==> src/rtl/dot_product_sequencer.sv <==
// Streams signed operand pairs through a multi-cycle multiplier and accumulates
// the products into a dot-product result presented on a valid/ready output.
module dot_product_sequencer #(
   parameter  int WIDTH       = 10,
   parameter  int ACC_GUARD   = 8,
   parameter  int COUNT_WIDTH = 8,
   localparam int ACC_W       = 2*WIDTH + 2 + ACC_GUARD
) (
   input  logic                          clock,
   input  logic                          reset,
   input  logic signed [WIDTH:0]         in_a,
   input  logic signed [WIDTH:0]         in_b,
   input  logic                          in_last,
   input  logic                          in_valid,
   output logic                          in_ready,
   output logic signed [WIDTH:0]         mul_a,
   output logic signed [WIDTH:0]         mul_b,
   output logic                          mul_start,
   input  logic signed [2*WIDTH+1:0]     mul_c,
   input  logic                          mul_valid,
   output logic signed [ACC_W-1:0]       out_sum,
   output logic        [COUNT_WIDTH-1:0] out_count,
   output logic                          out_overflow,
   output logic                          out_valid,
   input  logic                          out_ready,
   output logic                          busy
);

   typedef enum logic [2:0] {
      S_IDLE, S_ISSUE, S_WAIT, S_CAPTURE, S_DONE
   } state_t;

   state_t state, state_next;

   logic                          last_q;
   logic signed [ACC_W-1:0]       acc;
   logic        [COUNT_WIDTH-1:0] count;
   logic                          overflow;
   logic signed [ACC_W-1:0]       prod_ext;
   logic signed [ACC_W-1:0]       acc_next;
   logic                          ovf_next;

   function automatic logic signed [ACC_W-1:0] sext_prod(input logic signed [2*WIDTH+1:0] p);
      return ACC_W'(p);
   endfunction

   // Two's-complement overflow: same-sign addends producing a different-sign sum.
   function automatic logic add_ovf(input logic signed [ACC_W-1:0] x,
                                    input logic signed [ACC_W-1:0] y,
                                    input logic signed [ACC_W-1:0] s);
      return (x[ACC_W-1] == y[ACC_W-1]) && (s[ACC_W-1] != x[ACC_W-1]);
   endfunction

   function automatic logic [COUNT_WIDTH-1:0] sat_inc(input logic [COUNT_WIDTH-1:0] c);
      return (&c) ? c : c + COUNT_WIDTH'(1);
   endfunction

   always_ff @(posedge clock or posedge reset) begin
      if (reset) state <= S_IDLE;
      else       state <= state_next;
   end

   always_comb begin
      state_next = state;
      case (state)
         S_IDLE:    if (in_valid)  state_next = S_ISSUE;
         S_ISSUE:                  state_next = S_WAIT;
         S_WAIT:    if (mul_valid) state_next = S_CAPTURE;
         S_CAPTURE:                state_next = last_q ? S_DONE : S_IDLE;
         S_DONE:    if (out_ready) state_next = S_IDLE;
         default:                  state_next = S_IDLE;
      endcase
   end

   always_comb begin
      in_ready  = (state == S_IDLE);
      mul_start = (state == S_ISSUE);
      out_valid = (state == S_DONE);
      busy      = (state != S_IDLE);
   end

   always_comb begin
      prod_ext = sext_prod(mul_c);
      acc_next = acc + prod_ext;
      ovf_next = overflow | add_ovf(acc, prod_ext, acc_next);
   end

   // The product is only trusted in CAPTURE, one cycle after mul_valid.
   always_ff @(posedge clock or posedge reset) begin
      if (reset) begin
         mul_a        <= '0;
         mul_b        <= '0;
         last_q       <= 1'b0;
         acc          <= '0;
         count        <= '0;
         overflow     <= 1'b0;
         out_sum      <= '0;
         out_count    <= '0;
         out_overflow <= 1'b0;
      end else begin
         case (state)
            S_IDLE: begin
               if (in_valid) begin
                  mul_a  <= in_a;
                  mul_b  <= in_b;
                  last_q <= in_last;
               end
            end
            S_CAPTURE: begin
               acc      <= acc_next;
               count    <= sat_inc(count);
               overflow <= ovf_next;
               if (last_q) begin
                  out_sum      <= acc_next;
                  out_count    <= sat_inc(count);
                  out_overflow <= ovf_next;
               end
            end
            S_DONE: begin
               if (out_ready) begin
                  acc      <= '0;
                  count    <= '0;
                  overflow <= 1'b0;
               end
            end
            default: ;
         endcase
      end
   end

endmodule

==> config.mk <==
export PLATFORM = sky130hd
export DESIGN_NAME = dot_product_sequencer
export DESIGN_NICKNAME = d
export VERILOG_FILES = /design/src/rtl/dot_product_sequencer.sv
export SDC_FILE = /design/constraint.sdc
export NUM_CORES = 1
export LEC_CHECK = 0
export ABC_AREA = 1
export CORE_UTILIZATION = 45
export CTS_BUF_LIST = sky130_fd_sc_hd__clkbuf_8
export CTS_CLUSTER_DIAMETER = 200
export DETAILED_ROUTE_END_ITERATION = 16
export PLACE_DENSITY = 0.71
export SLEW_MARGIN = 40
export SYNTH_ARGS = -nofsm -noshare
export SYNTH_HDL_FRONTEND = slang
export SYNTH_SLANG_ARGS = --single-unit
==> constraint.sdc <==
create_clock -name clock -period 4.4 [get_ports clock]
set_input_delay 0.88 -clock clock [delete_from_list [all_inputs] [get_ports clock]]
set_output_delay 0.88 -clock clock [all_outputs]
set_load 0.005 [all_outputs]
### Word level (Yosys, flattened, before mapping)

Cells that the tools add are included.

* bits in registers: 104
* bits of input ports: 50
* output and inout bits: 65
* word-level logic and storage cells: 43

* add/subtract/negate cells: 2
* equality and inequality tests: 9
* multiplexer cells: 12
* bitwise operators: 1
* reductions and logical operators: 9

Operators with widths (count)
* 30-bit one-hot mux with 2 select lines: 1
* 30-bit by 22-bit adder with 30-bit output: 1
* 30-bit 2-to-1 mux: 1
* 8-bit 2-to-1 mux: 2
* 8-bit one-hot mux with 2 select lines: 1
* 3-bit one-hot mux with 5 select lines: 1
* 3-bit 2-to-1 mux: 4
* 8-bit by 1-bit adder with 8-bit output, second input constant: 1
* 8-bit AND reduction: 1
* 3-bit by 2-bit equality test with 1-bit output, second input constant: 2
* 2-bit AND reduction: 3
* 2-bit inequality test, second input constant: 2
* 3-bit by 1-bit equality test with 1-bit output, second input constant: 1
* 3-bit equality test, second input constant: 1
* 3-bit logical NOT: 1
* 3-bit AND reduction: 1
* 3-bit nonzero test: 1
* 2-bit by 1-bit inequality test with 1-bit output, second input constant: 1
* 1-bit one-hot mux with 2 select lines: 1
* 2-bit nonzero test: 1
* 1-bit equality test: 1
* 1-bit logical AND: 1
* 1-bit 2-to-1 mux: 1
* 1-bit inequality test: 1
* 1-bit bitwise OR: 1

### Longest topological paths before layout

* word-level depth: 5
* gate-level depth with buffers: 13
* gate-level depth less buffers: 13

### Worst setup path after synthesis

No wires, ideal clock.

* path kind: input port to flip-flop
* start: input port mul_c[0]
* end: register acc[26]
* setup time: 117 ps
* arrival: 2230 ps
* required time: 4283 ps
* setup slack: 2053 ps
* cell stages on the path: 12
* path buffers: 0
* path through: ha_1 -> fa_1 -> nand3_1 -> nand2_1 -> nand3_1 -> nand2_1 -> nand2_1 -> nand2_2 -> nand2_1 -> nand3_1 -> nand3_1 -> nand2_1

* word-level cells in the longest chain between the ends: 2

Ends and longest elaborated chain
* start: declaration: RTL line 19 `input logic signed [2*WIDTH+1:0] mul_c,`
* 30-bit by 22-bit adder with 30-bit output: RTL line 84 `acc_next = acc + prod_ext;`
* 30-bit one-hot mux with 2 select lines: RTL line 101 `case (state)`
* end signal: assignment: RTL line 110 `acc <= acc_next;`
* end: declaration: RTL line 36 `logic signed [ACC_W-1:0] acc;`

No other way between the ends.
A chain may end at the register's enable or synchronous reset.

### Final worst setup path

* start: input port mul_c[21]
* end: register out_sum[27]

* word-level cells in the longest chain between the ends: 1

Ends and longest elaborated chain
* 30-bit by 22-bit adder with 30-bit output: RTL line 84
* end signal: assignment: RTL line 114 `out_sum <= acc_next;`
* end: declaration: RTL line 21 `output logic signed [ACC_W-1:0] out_sum,`

No other way between the ends.

==> flow_summary.json <==
{
  "cts_tree": "done",
  "synth_area_leaders": "dfrtp_1, nand2_1, ha_1, nand3_1, inv_1",
  "p_per_area_nw_per_um2": 699,
  "rsz0062_at_grt": "no",
  "grt_max_degree": 69,
  "synth_most_common_cell": "nand2_1",
  "dpl-instance-area_um2": 7340,
  "coreArea_um2": 13200,
  "fin_crit_sh_pct": 62.6,
  "drt-total-wl_mm": 14.9,
  "post-dp-hpwl_mm": 11.3,
  "synth_cells": 765,
  "clockBufferDepth": 2,
  "slowest_stage": "clkdlybuf4s50_1",
  "post-place-cells": 1042,
  "grtUsageMet2_pct": 36.0,
  "syn_to_final_growth_pct": 24.0,
  "ctsRootBufferMaster": "clkbuf_8",
  "final_layout_size_suffix_gt1_share_pct": 9.30,
  "final-seq-area_um2": 2600,
  "portBuffers": 114,
  "cts_resized": 0,
  "power_mw": 5.26,
  "ys_ff_latch": 104,
  "ant_nets": 0,
  "ys_dominant_reg_cell": "dfrtp_1",
  "gr-usage-all-layers_pct": 22.9,
  "num_antenna_cells": 0,
  "gp_congestion": 0.925,
  "crit_type": "primary input to flip-flop",
  "drcViolationCount": 0,
  "yosysSeqAreaShare_pct": 42.9,
  "synth_top_area_share_pct": 42.9,
  "synth_cell_types": 38,
  "synth_top_area_cell": "dfrtp_1",
  "seqPwrFrac_pct": 32.1,
  "clk_latency_ns": 0.40,
  "cts_setup_buffers": 0,
  "period_minus_slack_ns": 2.75,
  "critPathMaxStageDelay_ns": 0.64,
  "fin_ws_ns": 1.65,
  "fmax_mhz": 363,
  "cts_buffers": 9,
  "start_util_pct": 46.0,
  "final-setup-viol-count": 0,
  "placementRows": 42,
  "fin_util_pct": 57.1,
  "avgRoutedWirePerCell_um": 14.1,
  "synth_fp_nets": 846,
  "ir_worst_vdd_mv": 0.271,
  "htreeDepth": 3,
  "synth_enable_flop_cells": 0,
  "relSlewSlack_pct": 52.7,
  "final.setup.tns_ns": 0,
  "fin_worst_skew_ns": 0.0137,
  "p_clk_share_pct": 11.1,
  "gr-total-overflow": 0,
  "synthMuxAreaShare_pct": 4.27,
  "firstDrtPassIters": 5,
  "crit_path_end_kind": "flip-flop",
  "die_area_um2": 14000,
  "cp.arrival_ns": 3.04,
  "yosys-top-cells-count": "nand2_1, dfrtp_1, inv_1",
  "grt_pass1_vias": 5157,
  "combPwrFrac_pct": 56.8,
  "required_ns": 4.69,
  "path_max_fanout": 10,
  "dr.first_iter.drc_count": 349,
  "hold_ws_ns": 0.487,
  "hold_path.class": "flip-flop to flip-flop",
  "grtUsageMet3_pct": 4.92,
  "maxSlewViolCount": 0,
  "grt_first_pass_wirelength_mm": 25.3,
  "clkSlewWorstSetupHoldPaths_ns": 0.10,
  "internal-power_mw": 2.99,
  "pre_cts_ws_ns": 1.27,
  "finalHoldViolCount": 0,
  "yosysWarnings": 0,
  "status": "complete, no violations",
  "p_sw_mw": 2.27,
  "route.vias.total": 5355,
  "tightest_slew_ns": 0.708,
  "final_cell_area_um2": 7530,
  "ios": 115,
  "switching_share_pct": 43.1,
  "synth_compound_area_share_pct": 7.77,
  "cap_violations": 0,
  "postSynthAreaPerCell_um2": 7.93,
  "met1_usage_pct": 31.5,
  "final_nets": 958,
  "finalNonFillerCells": 1058,
  "die_x_um": 118,
  "startpoint_type": "primary input",
  "vias_per_cell": 5.06,
  "synthAdderAreaFrac_pct": 6.51,
  "grt-busiest-layer": "met2",
  "yosys.area_share.xor_xnor_pct": 2.31,
  "hold_buffers": 0,
  "synthArstFlopShare_pct": 100,
  "cp_common_cell": "nand2_1",
  "antenna_found_initial": 0,
  "fp.dieH_um": 118,
  "multi_input_area_um2": 3070,
  "synth_simple_gate_area_share_pct": 29.6,
  "leakage_nw": 3.72,
  "nFillCells": 1248,
  "cts_sinks": 104,
  "synth_top_family_by_area": "simple AND/OR/NAND/NOR gates",
  "crit_chain": "clkdlybuf4s50_1 > ha_1 > nand2_2 > nor2_2 > nand2_1 > nor4_1 > nand2_1 > nand2_1 > nand2_1 > nand3_1 > nand2_1",
  "synth.cell_area_um2": 6070
}
## power groups by stage
stage          clock network, mW  logic, mW  registers, mW
2_1_floorplan                  0       1.91           1.69
3_3_place_gp                   0       2.96           1.69
3_5_place_dp                   0       3.00           1.70
4_1_cts                    0.607       3.01           1.69
5_1_grt                    0.645       3.35           1.74
6_report                   0.584       2.99           1.69
## final timing paths
check / start / slack, ns / depth (start not counted) / end
max in group asynchronous: reset / 2.78 / 3 / mul_b[9]
min: out_sum[17] / 0.49 / 2 / out_sum[17]
min reg2reg: out_sum[17] / 0.49 / 2 / out_sum[17]
max: mul_c[21] / 1.65 / 11 / out_sum[27]
max reg2reg: state[1] / 2.04 / 6 / acc[2]
min in group asynchronous: reset / 0.92 / 2 / acc[29]
## placed cells by master, fill, tap and decap left out, types with 2 or more instances in the layout
cell type / netlist / routed
o22ai_1: 3 / 3
o21bai_1: 4 / 4
nand3_1: 58 / 58
dfrtp_1: 104 / 104
o21ai_1: 27 / 27
a21o_1: 2 / 2
nor3_1: 2 / 2
ha_1: 30 / 30
xor2_1: 10 / 10
nor2_2: 8 / 8
a21oi_1: 27 / 27
clkinvlp_4: 0 / 2
inv_2: 8 / 8
nor4_1: 2 / 2
inv_6: 0 / 3
nor2_4: 5 / 5
mux2_2: 22 / 22
nand3b_1: 9 / 9
nand3_2: 2 / 2
nand4_1: 4 / 4
clkinv_4: 0 / 2
buf_4: 2 / 3
a21oi_2: 2 / 2
clkdlybuf4s50_1: 0 / 114
nand2_1: 270 / 270
clkbuf_8: 0 / 9
xnor2_1: 6 / 6
nor2_1: 37 / 37
nand2_2: 12 / 12
o21ai_0: 19 / 19
inv_1: 67 / 66
## worst max-delay path: cells and delay by family
kind / cells / cell delay, ns
AND/OR/NAND/NOR: 9 / 1.01
buffers and inverters: 1 / 0.64
adder cells (fa/ha/maj): 1 / 0.50
## flip-flops by register name, indices dropped and copies added, names as in the netlist, 3 cells and up
| name | cells |
|---|---|
| count | 8 |
| mul_b | 11 |
| acc | 30 |
| state | 3 |
| mul_a | 11 |
| out_sum | 30 |
| out_count | 8 |
## kinds of logic (layout without fill, tap and decap cells)
logic type / count (synthesis) / after routing
AO/OA/AOI/OAI: 87 / 87
XOR/XNOR: 16 / 16
adder cells (fa/ha/maj): 31 / 31
buffers and inverters: 91 / 208
flip-flops: 104 / 104
multiplexers: 23 / 23
AND/OR/NAND/NOR: 413 / 413
## layer usage
layer / share of wire, % / wire, µm / vias to the layer above
met5: 0 / 0 / -
li1: - / - / 2692
met2: 46 / 6800 / 157
met3: 4.9 / 734 / 25
met1: 47 / 7080 / 2481
met4: 2.1 / 306 / 0
## cell type report
| class | instances | share of cell area [%] |
|---|---|---|
| clock buffers | 9 | 1.65 |
| multi-input cells | 570 | 40.7 |
| repair buffers | 117 | 15.5 |
| inverters | 75 | 3.81 |
| well taps | 176 | 2.93 |
| clock inverters | 7 | 0.881 |
| flip-flops and latches | 104 | 34.6 |
(Power assumes the default switching activity.)
==> RTL edit 1, RTL diff (config.mk and constraints unchanged) <==
The 5 states of `state_t` get a one-hot encoding in 5 bits.
--- a/src/rtl/dot_product_sequencer.sv
+++ b/src/rtl/dot_product_sequencer.sv
@@ -26,8 +26,8 @@
    output logic                          busy
 );
 
-   typedef enum logic [2:0] {
-      S_IDLE, S_ISSUE, S_WAIT, S_CAPTURE, S_DONE
+   typedef enum logic [4:0] {
+      S_IDLE = 5'b00001, S_ISSUE = 5'b00010, S_WAIT = 5'b00100, S_CAPTURE = 5'b01000, S_DONE = 5'b10000
    } state_t;
 
    state_t state, state_next;
Behaviour: same outputs for any inputs over 10 cycles, from zero or initial values and one cycle with reset high; not proved beyond that.
==> RTL edit 1 against the unedited design <==
Design area up 1.8%; maximum frequency down 1.6%; cell count grew 2.7%; worst setup slack got worse by 43 ps; wire length up 4.8%; synthesized area up 0.47%; sequential cell count rose by 2; hold slack worse by 3.9 ps; clock power grew 25%; count of clock-buffer cells in the layout is the same; core utilization up 0.79 points; total power shrank 4.0%.
==> RTL edit 1: results <==
set metrics [dict create \
    cp_data_arrival_time_ps 3080 \
    final_layout_size_suffix_gt1_share_pct 6.04 \
    leakage_nw 3.85 \
    drv_cap 0 \
    grt_start_max_net_pins 56 \
    dp_worst_setup_slack_ps 1190 \
    hp-start "out_sum[2]$_DFFE_PP0P_" \
    r2r_cells 8 \
    clock_skew_ps 10.2 \
    final_nets 987 \
    cts_root_buf "clkbuf_8" \
    r2r-end "acc[1]$_DFFE_PP0P_" \
    insertion_delay_ps 390 \
    worstPathMaxFanout 4 \
    async_reset_ff_share_pct 100 \
    reg2reg_from "state[1]$_DFFE_PP0P_" \
    worst_pin_slew_ps 682 \
    status "finished, final reports clean" \
    track_usage_pct 23.5 \
    grt_pass1_vias 5343 \
    ys_types 32 \
    reg2reg_slack_ps 2110 \
    whs_endpoint "out_sum[2]$_DFFE_PP0P_" \
    via_per_inst 5.06 \
    cts_resized 0 \
    hpwlAfterDp_um 11900 \
    grt_pass1_wl_um 26000 \
    place_congestion 0.987 \
    ir_drop_v 0.000300 \
    synth_seq_area_share_pct 43.5 \
    placed_area_um2 7420 \
    synth_fp_nets 872 \
    ys_top_cells_by_area "dfrtp_1 43%, nand2_1 18%, ha_1 6.2%, nand3_1 5.0%, inv_1 4.6%" \
    synth_common_cells "290 x nand2_1, 105 x dfrtp_1, 74 x inv_1" \
    wl_per_cell_um 14.4 \
    first_pass_iters 5 \
    whs_path_depth 2 \
    drtIter0Drc 308 \
]
[RTL edit 1: changes by cell type in the layout (fill, tap and decap cells not counted), sizes merged, moves of 3 or more]
cell,unedited run,this run
nand4,4,14
inv,77,81
nand3b,9,4
nand2,283,292
o21ai,46,35
bufinv,0,3
nor3,3,8
nor2,50,57
[RTL edit 1: worst max path at each step]
stage	slack (ps)	start	to
finish	1600	mul_c[0]	out_sum[28]$_DFFE_PP0P_
global route	1450	mul_c[0]	out_sum[26]$_DFFE_PP0P_
CTS	1590	state[1]$_DFFE_PP0P_	out_valid
detailed placement	1190	mul_c[0]	out_sum[26]$_DFFE_PP0P_
global placement	1240	mul_c[2]	out_sum[15]$_DFFE_PP0P_
floorplan	730	reset	acc[0]$_DFFE_PP0P_
[RTL edit 1: area by class of cell]
class,count,area (um2)
inverter,78,297
multi-input combinational,592,3080
fill,1295,5580
sequential,106,2650
timing repair buffer,119,1180
tap,176,220
clock inverter,7,115
clock buffer,9,124
[RTL edit 1: through the flow]
step                      instances  hold slack [ps]
after global routing           1087              506
after global placement         1071              464
after detailed placement       1071              464
final                          1087              484
after floorplan                 791              453
after CTS                      1087              490
[RTL edit 1: metal layers]
layer	share of wire, %	track usage [%]	up-vias
met5	0	0	-
met4	2.0	8.15	0
met3	4.5	4.44	25
met2	46	37.6	120
met1	47	32.0	2565
li1	-	-	2788
[RTL edit 1: critical path, cell delays in order]
cell and delay, ps:
clkdlybuf4s50_1 420, ha_1 250, fa_1 480, nand3_1 110
nand2_1 130, nand2_1 100, nand2_1 110, nand2_1 80
nand2_1 130, nand2_1 120, nand3_1 100, nand3_1 110
nand2_1 60
[RTL edit 1: logic make-up (layout without fill, tap and decap cells)]
kind of cell / after synthesis / in the layout / share of synthesized area (%)
AO/OA/AOI/OAI: 80 / 80 / 7.14
multiplexers: 23 / 23 / 4.25
adder cells (fa/ha/maj): 31 / 31 / 6.48
buffers and inverters: 93 / 213 / 6.05
flip-flops: 106 / 106 / 43.5
AND/OR/NAND/NOR: 443 / 443 / 30.4
XOR/XNOR: 15 / 15 / 2.15
[RTL edit 1: power by group]
part           internal (mW)  switching [mW]
sequential              1.38           0.238
combinational           1.23            1.46
clock                  0.378           0.353
total                   2.99            2.05
==> RTL edit 2, RTL diff (same settings) <==
Without the edit above. Change the parameter `WIDTH` from 10 to 20.
--- a/src/rtl/dot_product_sequencer.sv
+++ b/src/rtl/dot_product_sequencer.sv
@@ -1,7 +1,7 @@
 // Streams signed operand pairs through a multi-cycle multiplier and accumulates
 // the products into a dot-product result presented on a valid/ready output.
 module dot_product_sequencer #(
-   parameter  int WIDTH       = 10,
+   parameter  int WIDTH       = 20,
    parameter  int ACC_GUARD   = 8,
    parameter  int COUNT_WIDTH = 8,
    localparam int ACC_W       = 2*WIDTH + 2 + ACC_GUARD
Interface: changed (6 resized); port bits go from 115 to 195. No check against the original RTL was run, so the function may have changed too.
==> RTL edit 2 against the unedited design <==
Total power grew 72%; wire length grew 110%; global-route usage grew 4.6 points; design area grew 69%; via count grew 78%; worst setup slack lost 170 ps; hold slack gained 2.0 ps; synthesized area grew 66%; synthesized cell count grew 78%; sequential power grew 57%; maximum frequency shrank 5.9%; critical path type unchanged; sequential cell count grew 60; combinational power grew 77%; register-to-register slack lost 110 ps.
==> RTL edit 2: results <==
set metrics [dict create \
    multi_input_area_share_pct 41.8 \
    cts_buffers 17 \
    nNonClkInverters 139 \
    clock_area_share_pct 3.14 \
    nFillCells 2080 \
    synth_fp_nets 1505 \
    grt_pass1_vias 9125 \
    final_util_pct 58.1 \
    insertion_delay_ps 480 \
    hpwlAfterDp_um 24300 \
    nMultiInputCombCells 1035 \
    drtIter0Drc 587 \
    ys_top_cells_by_area "dfrtp_1 41%, nand2_1 19%, ha_1 6.2%, nand3_1 5.5%, inv_1 5.0%" \
    clock_skew_ps 19.8 \
    grt_start_max_net_pins 84 \
    dp_worst_setup_slack_ps 1000 \
    n_all_buffers 199 \
    vias 9516 \
    status "finished, final reports clean" \
    synth_compound_area_share_pct 7.74 \
    grt_pass1_wl_um 47700 \
    synth_seq_area_share_pct 40.8 \
    place_congestion 0.976 \
    leakage_nw 6.33 \
    reg_top3 "acc x50, out_sum x50" \
    ir_drop_v 0.000262 \
    nonClkBufAreaFrac_pct 15.9 \
    htreeDepth 4 \
    synthAdderAreaFrac_pct 6.42 \
    final_layout_size_suffix_gt1_share_pct 7.33 \
    track_usage_pct 27.5 \
    seq_area_share_pct 32.3 \
    placed_area_um2 12300 \
    cp_data_arrival_time_ps 3290 \
    synth_xor_area_share_pct 1.66 \
    ys_types 34 \
    final_nets 1697 \
    muxShareOfSynthArea_pct 4.82 \
    synth_common_cells "498 x nand2_1, 164 x dfrtp_1, 135 x inv_1" \
]
## RTL edit 2: stage by stage
step,hold WS [ps],std cells,total power [mW]
floorplan,453,1364,5.84
global placement,463,1816,7.85
detailed placement,468,1817,7.96
CTS,494,1849,9.09
global route,509,1849,9.83
finish,489,1849,9.06
## RTL edit 2: metal layers
layer,share of wire (%),GRT usage [%]
met3,3.8,4.01
met2,49,46.5
met1,45,36.3
met5,0,0
met4,2.0,8.30
## RTL edit 2: cell families (layout without fill, tap and decap cells)
logic type / after synthesis / in the layout
flip-flops: 164 / 164
AND/OR/NAND/NOR: 775 / 775
buffers and inverters: 165 / 370
multiplexers: 43 / 43
XOR/XNOR: 19 / 19
AO/OA/AOI/OAI: 147 / 147
adder cells (fa/ha/maj): 51 / 51
## RTL edit 2: where the power goes
group          internal [mW]  switching [mW]
registers               2.25           0.413
clock network          0.427           0.687
logic                   2.32            2.97
## RTL edit 2: path summary, 6_finish.rpt
| kind | start | slack [ps] | to | cells past startpoint |
|---|---|---|---|---|
| min in group asynchronous | reset | 740 | mul_a[16]$_DFFE_PP0P_ | 2 |
| worst max-delay path | mul_c[41] | 1470 | out_sum[44]$_DFFE_PP0P_ | 12 |
| worst min register to register | out_sum[30]$_DFFE_PP0P_ | 490 | out_sum[30]$_DFFE_PP0P_ | 2 |
| worst max register to register | acc[0]$_DFFE_PP0P_ | 1930 | acc[30]$_DFFE_PP0P_ | 13 |
| max in group asynchronous | reset | 2880 | acc[38]$_DFFE_PP0P_ | 3 |
| worst min-delay path | out_sum[30]$_DFFE_PP0P_ | 490 | out_sum[30]$_DFFE_PP0P_ | 2 |
## RTL edit 2: critical path: cells and delay by family
| family | cells | cell delay (ps) |
|---|---|---|
| and+or+nand+nor | 10 | 1270 |
| buffers and inverters | 1 | 640 |
| adders and majority gates | 1 | 490 |
